`src/rtl/axi_pkg.sv`:
```
// axi_pkg: AXI widths, response/burst constants and slave FSM states
package axi_pkg;
   localparam int AXI_IDS_BITS  = 8;
   localparam int AXI_ADDR_BITS = 32;
   localparam int AXI_LEN_BITS  = 4;
   localparam int AXI_SIZE_BITS = 3;
   localparam int AXI_DATA_BITS = 32;
   localparam int AXI_STRB_BITS = 4;
   localparam logic [1:0] AXI_OKAY   = 2'b00;
   localparam logic [1:0] AXI_SLVERR = 2'b10;
   localparam logic [1:0] AXI_INCR   = 2'b01;
   typedef enum logic [1:0] {IDLE, RD, WR, WRESP} axi_slv_state_e;
endpackage

```
`src/rtl/sram_axi_slave.sv`:
```
// sram_axi_slave: AXI4 INCR burst slave mapped onto a single-port SRAM with 1-cycle read latency
module sram_axi_slave
   import axi_pkg::*;
#(
   parameter int ADDR_W = 14
) (
   input  logic                     clk,
   input  logic                     rst,
   input  logic [AXI_IDS_BITS-1:0]  ARID,
   input  logic [AXI_ADDR_BITS-1:0] ARADDR,
   input  logic [AXI_LEN_BITS-1:0]  ARLEN,
   input  logic [AXI_SIZE_BITS-1:0] ARSIZE,
   input  logic [1:0]               ARBURST,
   input  logic                     ARVALID,
   output logic                     ARREADY,
   output logic [AXI_IDS_BITS-1:0]  RID,
   output logic [AXI_DATA_BITS-1:0] RDATA,
   output logic [1:0]               RRESP,
   output logic                     RLAST,
   output logic                     RVALID,
   input  logic                     RREADY,
   input  logic [AXI_IDS_BITS-1:0]  AWID,
   input  logic [AXI_ADDR_BITS-1:0] AWADDR,
   input  logic [AXI_LEN_BITS-1:0]  AWLEN,
   input  logic [AXI_SIZE_BITS-1:0] AWSIZE,
   input  logic [1:0]               AWBURST,
   input  logic                     AWVALID,
   output logic                     AWREADY,
   input  logic [AXI_DATA_BITS-1:0] WDATA,
   input  logic [AXI_STRB_BITS-1:0] WSTRB,
   input  logic                     WLAST,
   input  logic                     WVALID,
   output logic                     WREADY,
   output logic [AXI_IDS_BITS-1:0]  BID,
   output logic [1:0]               BRESP,
   output logic                     BVALID,
   input  logic                     BREADY,
   output logic                     sram_CEB,
   output logic                     sram_WEB,
   output logic [31:0]              sram_BWEB,
   output logic [ADDR_W-1:0]        sram_A,
   output logic [31:0]              sram_DI,
   input  logic [31:0]              sram_DO
);
   axi_slv_state_e           state;
   logic [AXI_IDS_BITS-1:0]  id_q;
   logic [AXI_LEN_BITS-1:0]  len_q;
   logic [3:0]               cnt;
   logic [ADDR_W-1:0]        addr_q;
   logic                     err;
   logic                     last, ar_hs, aw_hs, rd_adv, w_beat;
   logic                     unused_bits;

   assign last   = cnt == len_q;
   // Handshakes and SRAM accesses are suppressed while reset is held so nothing is half-accepted.
   assign ar_hs  = ~rst & (state == IDLE) & ARVALID;
   assign aw_hs  = ~rst & (state == IDLE) & AWVALID & ~ARVALID;
   assign rd_adv = ~rst & (state == RD) & RREADY & ~last;
   assign w_beat = ~rst & (state == WR) & WVALID;

   assign ARREADY = ar_hs;
   assign AWREADY = aw_hs;
   assign RVALID  = state == RD;
   assign RLAST   = RVALID & last;
   assign RDATA   = RVALID ? sram_DO : '0;
   assign RID     = id_q;
   assign RRESP   = AXI_OKAY;
   assign WREADY  = state == WR;
   assign BVALID  = state == WRESP;
   assign BID     = id_q;
   assign BRESP   = (BVALID & err) ? AXI_SLVERR : AXI_OKAY;

   // Reads prefetch the next word only when the current beat is consumed, so stalls keep sram_DO stable.
   assign sram_CEB  = ~(ar_hs | rd_adv | w_beat);
   assign sram_WEB  = ~w_beat;
   assign sram_BWEB = w_beat ? ~{{8{WSTRB[3]}}, {8{WSTRB[2]}}, {8{WSTRB[1]}}, {8{WSTRB[0]}}} : '1;
   assign sram_DI   = w_beat ? WDATA : '0;
   assign sram_A    = w_beat ? addr_q + ADDR_W'(cnt) :
                      rd_adv ? addr_q + ADDR_W'(cnt) + ADDR_W'(1) :
                      ar_hs  ? ARADDR[ADDR_W+1:2] : '0;

   assign unused_bits = ^{ARSIZE, ARBURST, AWSIZE, AWBURST, ARADDR[AXI_ADDR_BITS-1:ADDR_W+2],
                          ARADDR[1:0], AWADDR[AXI_ADDR_BITS-1:ADDR_W+2], AWADDR[1:0]};

   // Transaction FSM: latch the address phase, count beats, track WLAST/LEN disagreement.
   always_ff @(posedge clk) begin
      if (rst) begin
         state  <= IDLE;
         id_q   <= '0;
         len_q  <= '0;
         cnt    <= '0;
         addr_q <= '0;
         err    <= 1'b0;
      end else begin
         unique case (state)
            IDLE: begin
               cnt <= '0;
               if (ar_hs) begin
                  id_q   <= ARID;
                  len_q  <= ARLEN;
                  addr_q <= ARADDR[ADDR_W+1:2];
                  state  <= RD;
               end else if (aw_hs) begin
                  id_q   <= AWID;
                  len_q  <= AWLEN;
                  addr_q <= AWADDR[ADDR_W+1:2];
                  state  <= WR;
               end
            end
            RD: if (RREADY) begin
               if (last) state <= IDLE;
               else cnt <= cnt + 4'd1;
            end
            WR: if (WVALID) begin
               cnt <= cnt + 4'd1;
               if (WLAST != last) err <= 1'b1;
               if (last) state <= WRESP;
            end
            WRESP: if (BREADY) begin
               state <= IDLE;
               err   <= 1'b0;
            end
            default: state <= IDLE;
         endcase
      end
   end
endmodule

```
`config.mk`:
```
export PLATFORM = sky130hd
export DESIGN_NAME = sram_axi_slave
export DESIGN_NICKNAME = d
export VERILOG_FILES = /design/src/rtl/axi_pkg.sv /design/src/rtl/sram_axi_slave.sv
export SDC_FILE = /design/constraint.sdc
export NUM_CORES = 1
export LEC_CHECK = 0
export CORE_ASPECT_RATIO = 0.8
export CORE_MARGIN = 10
export CORE_UTILIZATION = 30
export CTS_BUF_LIST = sky130_fd_sc_hd__clkbuf_16
export DETAILED_ROUTE_END_ITERATION = 7
export PLACE_DENSITY = 0.75
export SLEW_MARGIN = 10
export SYNTH_ARGS = -nofsm -noshare
export SYNTH_HDL_FRONTEND = slang
export SYNTH_SLANG_ARGS = --single-unit
```
`constraint.sdc`:
```
create_clock -name clk -period 4.4 [get_ports clk]
set_input_delay 1.1 -clock clk [delete_from_list [all_inputs] [get_ports clk]]
set_output_delay 1.1 -clock clk [all_outputs]
set_load 0.05 [all_outputs]
```
-- Word-level counts from Yosys, hierarchy flattened
Index checks and enable logic that the tools add are counted.
Widths: inputs -> output; s select.
- add/subtract/negate cells: 3
- equal/unequal tests: 13
- muxes and demuxes: 29
- bitwise logic cells: 19
- reduce and logical (&&, ||, !) cells: 8
- operators by type and width (kind ; count):
    $mux 32 ; 3
    $mux 14 ; 5
    $not 32->32 ; 1
    $mux 4 ; 5
    $mux 2 ; 8
    $mux 8 ; 2
    $add 14x1->14 const B ; 1
    $add 14x4->14 ; 1
    $pmux 4 s3 ; 1
    $and 1x1->1 ; 11
    $ne 2x1->1 const B ; 5
    $pmux 2 s4 ; 1
    $reduce_and 4->1 ; 2
    $reduce_and 6->1 ; 1
    $not 1->1 ; 5
    $add 4x1->4 const B ; 1
    $eq 2x2->1 const B ; 2
    $eq 4x4->1 ; 1
    $ne 2x2->1 const B ; 2
    $reduce_bool 2->1 ; 2
    $mux 1 ; 3
    $ne 3x3->1 const B ; 1
    $reduce_bool 3->1 ; 1
    $eq 2x1->1 const B ; 1
    other kinds (5) ; 6
- register bits: 33

-- Logic depth before layout (Yosys ltp)
- depth after elaboration: 7
- depth in mapped cells: 11

-- Least setup slack after synthesis
OpenSTA, ideal clock, no wires.
- path kind: input port to output port
- start point: in rst
- end point: out sram_A[10]
- data arrival time: 3745 ps
- data required time: 3300 ps
- path slack: -445 ps
- stages: 7
- path buffers: 2
- path through: clkbuf_1 nor2_1 nand2_1 inv_1 clkbuf_1 nand2_1 a211oi_1
- longest elaborated chain between the ends: 6
- elaborated cells on any way between the ends: 11
- classes of those cells: 3 x mux; 8 x bitwise
- ends and longest elaborated chain (item ; RTL line ; RTL):
    start: declaration ; sram_axi_slave.sv:8 ; input logic rst,
    $not 1->1 ; sram_axi_slave.sv:56 ; assign ar_hs = ~rst & (state == IDLE) & ARVALID;
    $and 1x1->1 (2 in a row) ; sram_axi_slave.sv:56 ;
    named net ARREADY ; sram_axi_slave.sv:15 ; output logic ARREADY,
    $mux 14 ; sram_axi_slave.sv:80 ; ar_hs ? ARADDR[ADDR_W+1:2] : '0;
    $mux 14 ; sram_axi_slave.sv:79 ; rd_adv ? addr_q + ADDR_W'(cnt) + ADDR_W'(1) :
    $mux 14 ; sram_axi_slave.sv:78 ; assign sram_A = w_beat ? addr_q + ADDR_W'(cnt) :
    end: declaration ; sram_axi_slave.sv:41 ; output logic [ADDR_W-1:0] sram_A,
The timed path passes the listed nets, and every way through them passes these cells.

-- Final worst setup path
- start point: in rst
- end point: out sram_A[9]
- longest elaborated chain between the ends: 6
- elaborated cells on any way between the ends: 11
- classes of those cells: 3 x mux; 8 x bitwise
- ends and longest elaborated chain (item ; RTL line):
    $not 1->1 * ; sram_axi_slave.sv:56, sram_axi_slave.sv:58, sram_axi_slave.sv:59
    $and 1x1->1, on equally long branches (2 in a row) ; sram_axi_slave.sv:56, sram_axi_slave.sv:58
    $mux 14 or $and 1x1->1 (tied branches) ; sram_axi_slave.sv:80, sram_axi_slave.sv:58
    $mux 14 ; sram_axi_slave.sv:79
    $mux 14 * ; sram_axi_slave.sv:78
Mark *: on every way between the ends. The rest lies on a longest branch, timed or not.

==> results.toml <==
[floorplanning]
die_w_um = 139
coreArea_um2 = 11000
die_area_um2 = 16000
num_io_pins = 312
start_util_pct = 30.9
num_rows = 34
die_h_um = 115

[clock_network]
clock_latency_ps = 280
htreeDepth = 2
clock-sinks = 33
clkTransAtPathRegs_ps = 50
clock_path_buffers = 2
cts_inserted_buffers = 5
root_buffer = "clkbuf_16"
cts_tree = "yes"

[timing]
relSlewSlack_pct = 50.9
skew_ps = 3.04
rsz0062_at_grt = "no"
finalHoldViolCount = 0
setup_tns_ps = 0
slew_viol_final = 0
fin_crit_ps = 4250
worst_pin_slew_ps = 737
fmax_ghz = 0.235
finalSetupViolCount = 0
fin_crit_sh_pct = 96.6
holdWs_ps = 505

[power_and_ir_drop]
intPower_mw = 1.29
power_frac_comb_pct = 70.3
vdd_drop_max_mv = 0.232
p_seq_share_pct = 17.1
p_sw_share_pct = 50.6
leakagePower_nw = 2.57
switchingPower_mw = 1.32
power_frac_clock_pct = 12.6
power.density_nw_per_um2 = 400

[critical_path]
worstSetupPathType = "in2out"
crit_fanout = 35
cpPeakStageDelay_ps = 510
critPathArrivalTime_ps = 3150
r2r_start = "state[0]"
cp_cell_sequence = "clkdlybuf4s50_1, buf_4, nor3_2, buf_4, nor2_1, a32oi_1, o21ai_1, buf_12"
r2r_slack_ps = 2110
r2r-end = "BID[2]"
start_kind = "input port"
worst_path_most_repeated_cell = "buf_4"
end_kind = "output pin"
slowest_stage = "clkdlybuf4s50_1"
worstRegToRegCells = 8
crit_required_ps = 3300

[layout]
register_area_um2 = 662
syn2layout_area_growth_pct = 92.8
layout.cells.non_filler = 850
fillers = 950
multi_input_area_um2 = 2350
fin_area_um2 = 6530
num_antenna_cells = 0
layout.nets = 892
drive_gt1_share_pct = 19.3

[worst_hold_path]
whs_endpoint = "addr_q[3]"
hold_start = "addr_q[3]"
min_path_cells = 2
min_path_type = "reg2reg"

[place]
dpl.hpwl_um = 12500
routabilityCongestion = 0.876
placed_area_um2 = 6310
place_inst = 839
numPortBuffers = 262

[routing]
route.antenna.remaining_nets = 0
wl_per_cell_um = 17.7
drc = 0
wirelength_um = 15000
vias = 4151
avgViaCountPerCell = 4.88
dr.pass1.iters = 5
dr.first_iter.drc_count = 229

[global_routing]
gr-total-overflow = 0
track_usage_pct = 17.5
grt_pass1_wl_um = 23500
first_global_vias = 4190
antenna_found_initial = 0
grt_max_degree = 41

[logic_synthesis]
syn_area_per_cell_um2 = 6.97
yosys-top-cells-area = "dfxtp_1 (19%), and2_1 (12%), nand2_1 (9.2%)"
synth_seq_area_share_pct = 19.5
synth-seq-cells = 33
netlist_top_cells_count = "nand2_1 (83), and2_1 (67), nor2_1 (47)"
async_flop_share_pct = 0
synthCells = 486
synth-edff-count = 0
synth_flop_cell = "dfxtp_1"
yosysMostFrequentCell = "nand2_1"
yosysTopAreaCellShare_pct = 19.5
synthDistinctLibCells = 59
yosysTopAreaCell = "dfxtp_1"
yosysWarnings = 0
netlist_area_um2 = 3390

[flow_run]
drv_cap = 0

[status]
status = "finished clean"
state kept, by name, indices dropped and copies added (netlist names):
register / cells
BID: 8
addr_q: 14
cnt: 4
err: 1
len_q: 4
state: 2
worst max-delay path, delay by kind of cell:
kind	cells	cell delay, ps
AND/OR/NAND/NOR	2	430
AO/OA/AOI/OAI	2	320
buffers and inverters	4	1280
timing repair:
item / 4_1_cts / 5_1_grt
resized for setup: 3 / 10
pin swaps: 2 / 2
endpoints found under the setup margin: 6 / 9
buffers inserted: 3 / 1
hold buffers: 0 / 0
worst max-delay path by stage:
stage,startpoint,endpoint,slack [ps],cells past startpoint
3_5_place_dp,cnt[0],sram_A[13],130,11
4_1_cts,cnt[0],sram_A[13],20,11
6_report,rst,sram_A[9],150,8
2_1_floorplan,rst,sram_A[10],-20,7
3_3_place_gp,cnt[0],sram_A[13],200,11
5_1_grt,cnt[0],sram_A[7],20,13
final cells by class:
cell class              instances  share of cell area (%)
clock buffers                   5                    1.92
clock inverters                 2                   0.115
inverters                      15                   0.862
multi-input cells             370                    36.0
flip-flops and latches         33                    10.1
well taps                     144                    2.76
repair buffers                281                    48.2
kinds of logic (layout without fill, tap and decap cells):
kind of cell               Yosys count  after routing  synth area share, %
xor gates and xnor gates            15             15                 3.88
buffers and inverters               85            303                 13.8
other                                1              3                0.111
DFF                                 33             33                 19.5
adders and majority gates           12             12                 4.65
AOI/OAI and AO/OA                   93             93                 20.4
muxes                                7              7                 2.14
and+or+nand+nor                    240            240                 35.5
metrics by stage:
stage          util (%)  setup slack [ps]  power [mW]
2_1_floorplan         -             -19.7        1.61
3_3_place_gp       57.5               200        2.24
3_5_place_dp       57.5               127        2.27
4_1_cts            59.1              21.3        2.61
5_1_grt            59.5              15.2        2.76
6_report           59.5               149        2.61
routing by layer:
| metal | vias to the layer above | part of all wire [%] | track usage, % |
|---|---|---|---|
| li1 | 2055 | - | - |
| met1 | 1885 | 40 | 20.6 |
| met2 | 205 | 50 | 31.4 |
| met3 | 6 | 8.9 | 5.60 |
| met4 | 0 | 0.51 | 2.29 |
| met5 | - | 0 | 0 |
power by group through the flow:
stage          combinational [mW]  clock (mW)  sequential, mW
3_5_place_dp                 1.82           0           0.450
6_report                     1.84       0.328           0.446
4_1_cts                      1.83       0.334           0.445
2_1_floorplan                1.13           0           0.485
3_3_place_gp                 1.79           0           0.447
5_1_grt                      1.95       0.346           0.460
cell usage in the layout, fill, tap and decap left out, types with 5 or more instances in the layout:
cell type	count
ha_1	11
dfxtp_1	32
clkdlybuf4s50_1	180
buf_4	54
and2_1	66
o21ai_0	14
a311oi_1	26
a21oi_1	13
buf_12	47
xor2_1	5
inv_1	15
clkbuf_16	5
xnor2_1	8
nand2_1	82
nand3_1	14
nor2_1	47
Note: power is estimated with default switching activity, not from simulation.
